===== src/rtl/chan_pattern_generator.sv =====
// Channel stimulus source for the logic analyzer: counter, walking-one, LFSR and
// UART 8N1 patterns, all advanced on a prescaled tick and driven from registers.
module chan_pattern_generator #(
    parameter int unsigned CHANNEL_COUNT = 8,
    parameter int unsigned TICK_DIV      = 1000,
    parameter logic [15:0] LFSR_SEED     = 16'hACE1,
    parameter logic [7:0]  UART_SEED     = 8'h55
) (
    input  logic                     clk,
    input  logic                     reset,
    input  logic                     enable,
    input  logic [1:0]               mode,
    output logic [CHANNEL_COUNT-1:0] pattern_out,
    output logic                     tick,
    output logic                     wrap
);

    localparam int unsigned    PW         = (TICK_DIV > 1) ? $clog2(TICK_DIV) : 1;
    localparam logic [PW-1:0]  PRESC_LAST = PW'(TICK_DIV - 1);

    typedef enum logic [1:0] {
        M_COUNT = 2'd0,
        M_WALK  = 2'd1,
        M_LFSR  = 2'd2,
        M_UART  = 2'd3
    } mode_t;

    typedef enum logic [3:0] {
        U_IDLE0, U_IDLE1, U_START,
        U_D0, U_D1, U_D2, U_D3, U_D4, U_D5, U_D6, U_D7,
        U_STOP
    } uart_state_t;

    logic [PW-1:0]            presc_q,   presc_d;
    logic [CHANNEL_COUNT-1:0] pattern_q, pattern_d;
    logic                     tick_q,    tick_d;
    logic                     wrap_q,    wrap_d;
    logic                     loaded_q,  loaded_d;
    mode_t                    cur_mode_q, cur_mode_d;
    logic [15:0]              lfsr_q,    lfsr_d;
    uart_state_t              ustate_q,  ustate_d;
    logic [7:0]               ubyte_q,   ubyte_d;

    logic [CHANNEL_COUNT-1:0] count_next;
    logic [CHANNEL_COUNT-1:0] walk_next;
    logic [15:0]              lfsr_next;
    uart_state_t              ustate_next;

    function automatic logic [15:0] lfsr_step(input logic [15:0] s);
        return {s[14:0], s[15] ^ s[13] ^ s[12] ^ s[10]};
    endfunction

    function automatic uart_state_t uart_step(input uart_state_t s);
        if (s >= U_STOP) begin
            return U_IDLE0;
        end
        return uart_state_t'(4'(s) + 4'd1);
    endfunction

    // ch0 = TX line, ch1 = frame active (START through D7)
    function automatic logic [CHANNEL_COUNT-1:0] uart_drive(input uart_state_t s,
                                                            input logic [7:0] b);
        logic [CHANNEL_COUNT-1:0] p;
        logic [2:0]               idx;
        p   = '0;
        idx = 3'(4'(s) - 4'(U_D0));
        case (s)
            U_IDLE0, U_IDLE1, U_STOP: p[0] = 1'b1;
            U_START:                  p[1] = 1'b1;
            default: begin
                p[0] = b[idx];
                p[1] = 1'b1;
            end
        endcase
        return p;
    endfunction

    always_comb begin
        presc_d    = presc_q;
        pattern_d  = pattern_q;
        tick_d     = 1'b0;
        wrap_d     = 1'b0;
        loaded_d   = loaded_q;
        cur_mode_d = cur_mode_q;
        lfsr_d     = lfsr_q;
        ustate_d   = ustate_q;
        ubyte_d    = ubyte_q;

        count_next  = pattern_q + CHANNEL_COUNT'(1);
        walk_next   = {pattern_q[CHANNEL_COUNT-2:0], pattern_q[CHANNEL_COUNT-1]};
        lfsr_next   = lfsr_step(lfsr_q);
        ustate_next = uart_step(ustate_q);

        if (enable) begin
            if (presc_q != PRESC_LAST) begin
                presc_d = presc_q + PW'(1);
            end else begin
                presc_d = '0;
                tick_d  = 1'b1;
                // A pending load outranks the advance, so a wrap on this tick is lost
                if (!loaded_q || (mode != cur_mode_q)) begin
                    loaded_d   = 1'b1;
                    cur_mode_d = mode_t'(mode);
                    case (mode_t'(mode))
                        M_COUNT: pattern_d = '0;
                        M_WALK:  pattern_d = CHANNEL_COUNT'(1);
                        M_LFSR: begin
                            lfsr_d    = LFSR_SEED;
                            pattern_d = LFSR_SEED[CHANNEL_COUNT-1:0];
                        end
                        M_UART: begin
                            ustate_d  = U_IDLE0;
                            ubyte_d   = UART_SEED;
                            pattern_d = uart_drive(U_IDLE0, UART_SEED);
                        end
                    endcase
                end else begin
                    case (cur_mode_q)
                        M_COUNT: begin
                            pattern_d = count_next;
                            wrap_d    = (count_next == '0);
                        end
                        M_WALK: begin
                            pattern_d = walk_next;
                            wrap_d    = (walk_next == CHANNEL_COUNT'(1));
                        end
                        M_LFSR: begin
                            lfsr_d    = lfsr_next;
                            pattern_d = lfsr_next[CHANNEL_COUNT-1:0];
                            wrap_d    = (lfsr_next == LFSR_SEED);
                        end
                        M_UART: begin
                            ustate_d  = ustate_next;
                            pattern_d = uart_drive(ustate_next, ubyte_q);
                            if (ustate_next == U_STOP) begin
                                wrap_d  = 1'b1;
                                ubyte_d = ubyte_q + 8'd1;
                            end
                        end
                    endcase
                end
            end
        end
    end

    always_ff @(posedge clk) begin
        if (reset) begin
            presc_q    <= '0;
            pattern_q  <= '0;
            tick_q     <= 1'b0;
            wrap_q     <= 1'b0;
            loaded_q   <= 1'b0;
            cur_mode_q <= M_COUNT;
            lfsr_q     <= LFSR_SEED;
            ustate_q   <= U_IDLE0;
            ubyte_q    <= UART_SEED;
        end else begin
            presc_q    <= presc_d;
            pattern_q  <= pattern_d;
            tick_q     <= tick_d;
            wrap_q     <= wrap_d;
            loaded_q   <= loaded_d;
            cur_mode_q <= cur_mode_d;
            lfsr_q     <= lfsr_d;
            ustate_q   <= ustate_d;
            ubyte_q    <= ubyte_d;
        end
    end

    assign pattern_out = pattern_q;
    assign tick        = tick_q;
    assign wrap        = wrap_q;

endmodule


===== config.mk =====
export PLATFORM = sky130hd
export DESIGN_NAME = chan_pattern_generator
export DESIGN_NICKNAME = d
export VERILOG_FILES = /design/src/rtl/chan_pattern_generator.sv
export SDC_FILE = /design/constraint.sdc
export NUM_CORES = 1
export LEC_CHECK = 0
export ABC_AREA = 1
export CAP_MARGIN = 30
export CORE_MARGIN = 5
export CORE_UTILIZATION = 54
export DETAILED_ROUTE_END_ITERATION = 10
export PLACE_DENSITY = 0.76
export SYNTH_ARGS = -nofsm -noshare
export SYNTH_HDL_FRONTEND = slang
export SYNTH_SLANG_ARGS = --single-unit

===== constraint.sdc =====
create_clock -name clk -period 2.2 [get_ports clk]
set_input_delay 0.44 -clock clk [delete_from_list [all_inputs] [get_ports clk]]
set_output_delay 0.44 -clock clk [all_outputs]
set_load 0.02 [all_outputs]

==> implementation parameters <==
Parameter                              Value

Synthesis
  Leading post-synthesis cells by cell area ... dfxtp_1, nand2_1, nor2_1
  Yosys synthesis warning count ... 0
  Gate count after technology mapping ... roughly 440
  Number of nets produced by synthesis ... ~450
  Most used standard cell by instance count after synthesis ... nand2_1
  EDFF count, synth ... 0
  Proportion of synthesized chip area in sequential cells ... 34.4%
  Post-synthesis async set-or-reset flop share ... 0%
  Most instantiated flip-flop cell in the synthesis netlist ... dfxtp_1
  Synthesized area per cell ... between 6 and 7 um2
  Most instantiated cells after synthesis ... nand2_1, nor2_1, inv_1
  Synth unique cells ... 39
  Cell taking the most area after synthesis ... dfxtp_1
  Total standard cell area after synthesis ... just under 3000 um2
  Top-area cell type share of the netlist area ... between 30% and 40%
  Synth Register Bits ... slightly above 50

Final layout
  Post-layout nets ... 478
  Ratio of cells with drive above 1 in the final layout ... about 11%
  Layout fillers ... just over 500
  Antenna diode count ... 0
  Area occupied by multi-input gates ... 1690 um2
  Final Instance Count excl. Fillers ... approximately 540
  Area taken by flip-flops and latches ... 1020 um2
  Synthesis-to-layout area growth ... 15.1%

Critical path
  Peak fanout along the critical path ... 4
  Crit Reg-Reg Startpoint ... ustate_q[1]
  Crit path to ... pattern_out[1]
  Highest cell delay on the worst timing path ... around 0.35 ns
  CP Capture Type ... flop
  RR Endpoint ... pattern_out[1]
  Startpoint Class ... flop
  Most repeated library cell on the critical path ... nand2_1
  Category of the critical setup timing path ... reg -> reg
  Setup crit start ... ustate_q[1]
  Standard cell with the maximum stage delay on the critical path ... dfxtp_2
  Worst setup slack for register-to-register paths ... 0.11 ns
  Worst EP required ... roughly 2.4 ns
  CP Cell Sequence ... ha_2 > o21ai_4 > nand2_1 > ha_1 > or2_2 > nand3_1 > nand2_1 > buf_4 > o211ai_1 > nand2_1 > o21ai_0
  Arrival time at the worst endpoint ... between 2 and 2.5 ns
  R2r worst-path depth ... 11

Global routing
  Final global-route overflow total ... 0
  Largest net degree at the start of global routing ... 33
  Global routing met3 resource utilization ... under 10%
  Global router's overall resource usage ... 20.1%
  Global-route wire length before repair ... between 10000 and 15000 um
  Grt met1 use ... about 25%
  Met2 track demand over resource ... around 34%
  Number of antenna violations at the first check in global routing ... 0
  Vias in the first global route ... roughly 2.8k
  Gr busiest metal ... met2

Placement
  Placed Cells ... between 500 and 600
  DP Worst Slack ... around 0.017 ns
  Estimated wirelength of the detail-placed design ... between 5000 and 6000 um
  Final Wtd Congestion ... approximately 0.86
  IO Port Bufs ... 14

Status
  Status ... finished clean

Die
  Die width ... between 80 and 90 um
  Vert. Die Dim ... about 84 um
  Initial core utilization ... between 50% and 60%
  FP Rows ... 27
  I/O Pins ... 15
  Core area ... between 5000 and 6000 um2
  Full die area ... between 7000 and 8000 um2

Timing
  Clock period minus final worst setup slack ... 2.09 ns
  Final Hold Viols ... 0
  Pin slew with the least headroom to its limit ... about 0.47 ns
  Clock Skews ... ~0.0088 ns
  Fmax ... 478 MHz
  Max-slew violation count ... 0
  PnR worst setup slack ... ~0.11 ns
  Share of the clock period used by the worst path after layout ... a little over nine tenths
  Max_slew headroom ... between 60% and 70%
  Setup violations, final ... 0

CTS
  Clock insertion delay at the later pin of the skew report ... just over 0.3 ns
  H-tree levels ... 2
  Number of buffers added to fix hold violations after cts ... 0
  Max Root-Sink Buffers ... 2
  TritonCTS buffer count ... 5
  Clock tree sinks ... 51
  Clock Pin Slew Worst Setup and Hold Paths ... 0.09 ns
  TritonCTS clock tree ... built
  Root buffer selected by CTS ... clkbuf_8

Pwr
  Leakage dissipation ... around 0.0014 uW
  P per Cell Area ... 514 nW/um2
  Peak ir drop on the vdd network ... approximately 0.00033 V

Routing
  DRC violations left ... 0
  Post-detailed-route via-to-cell ratio ... around 5.5
  Post-route ant nets ... 0
  First DRT Iteration DRCs ... 162
  Final routed wirelength across all metal layers ... 6980 um
  Via count ... ~2.9k
  TritonRoute pass-1 iters ... 7
  Routed wire per std cell ... about 13 um

Job
  Number of maximum-capacitance violations ... 0

Worst hold path
  Worst hold-check path type ... reg -> reg
-- flip-flops by register name, indices dropped and copies added, names as in the netlist --
name and cells:
lfsr_q 16, ustate_q 4, presc_q 10, loaded_q 1, wrap 1, cur_mode_q 2
ubyte_q 8, tick 1, pattern_out 8
-- worst max-delay path: cells and delay by family, from the launching register on --
family / cells / cell delay [ns]
AO/OA/AOI/OAI: 3 / 0.45
adder cells (fa/ha/maj): 2 / 0.41
buffers and inverters: 1 / 0.14
AND/OR/NAND/NOR: 5 / 0.66
flip-flops: 1 / 0.35
-- power breakdown --
group          switching [uW]  internal [uW]  leakage, uW
Sequential               2.93            926     0.000412
Combinational            39.7           23.4     0.000886
Clock                     310            455    0.0000654
-- worst min path at each step --
stage,from,to,slack [ns],cells after the start
2_1_floorplan,lfsr_q[9],lfsr_q[9],0.44,2
5_1_grt,lfsr_q[9],lfsr_q[9],0.49,2
3_3_place_gp,lfsr_q[14],lfsr_q[14],0.45,2
4_1_cts,lfsr_q[9],lfsr_q[9],0.47,2
6_report,lfsr_q[9],lfsr_q[9],0.47,2
3_5_place_dp,lfsr_q[9],lfsr_q[9],0.46,2
-- routing by layer --
metal	share of wire (%)	vias up	routed length, um
li1	-	1503	-
met1	45	1341	3170
met2	48	76	3350
met3	4.1	16	288
met4	2.5	0	172
met5	0	-	0
-- per-stage QoR --
| step | util (%) | TNS [ns] | total power, uW | area, um2 | hold WS (ns) |
|---|---|---|---|---|---|
| after floorplan | - | 0 | 987 | 2970 | 0.437 |
| after global placement | 59.8 | 0 | 1010 | 3250 | 0.454 |
| after detailed placement | 59.8 | 0 | 1010 | 3250 | 0.457 |
| after CTS | 62.3 | 0 | 1780 | 3390 | 0.473 |
| after global routing | 62.8 | -0.0323 | 1830 | 3420 | 0.487 |
| final | 62.8 | 0 | 1760 | 3420 | 0.472 |
-- cells in the final DEF, fill, tap and decap left out, types with 2 or more instances in the layout --
| master | synthesis | routed |
|---|---|---|
| a211oi_1 | 2 | 2 |
| a21oi_1 | 36 | 36 |
| buf_4 | 2 | 15 |
| bufinv_16 | 0 | 2 |
| clkbuf_8 | 0 | 5 |
| clkdlybuf4s50_1 | 0 | 14 |
| dfxtp_1 | 51 | 50 |
| ha_1 | 8 | 6 |
| ha_2 | 0 | 2 |
| inv_1 | 57 | 55 |
| inv_2 | 4 | 6 |
| nand2_1 | 77 | 76 |
| nand2_2 | 2 | 3 |
| nand3_1 | 30 | 30 |
| nand3_2 | 3 | 2 |
| nand3_4 | 1 | 2 |
| nand4_1 | 14 | 14 |
| nor2_1 | 60 | 59 |
| nor2_4 | 1 | 2 |
| nor3_1 | 8 | 8 |
| nor3_2 | 2 | 2 |
| nor4_1 | 4 | 4 |
| o211ai_1 | 3 | 3 |
| o21ai_0 | 31 | 31 |
| o21ai_1 | 3 | 3 |
| o221ai_1 | 2 | 2 |
| o22ai_1 | 5 | 5 |
| or2_2 | 3 | 3 |
| xnor2_1 | 5 | 5 |
| xor2_1 | 7 | 7 |
-- logic make-up after synthesis --
logic type | Yosys count | share of synthesized area [%]
compound gates | 89 | 16.8
buf+inv | 71 | 9.65
fa+ha+maj | 8 | 3.37
simple gates | 208 | 32.2
xor+xnor | 12 | 3.54
flops | 51 | 34.4
-- area by class of cell --
class / instances / area share [%]
tap: 72 / 2.64
sequential: 51 / 29.9
clock inverter: 2 / 1.76
inverter: 61 / 6.70
clock buffer: 6 / 2.12
multi-input combinational: 317 / 49.5
timing repair buffer: 29 / 7.39
-- timing repair --
action / CTS / global route
setup buffers: 0 / 0
pin swaps: 0 / 1
resized for setup: 1 / 9
setup endpoints to repair: 1 / 10
(Power assumes the default switching activity.)
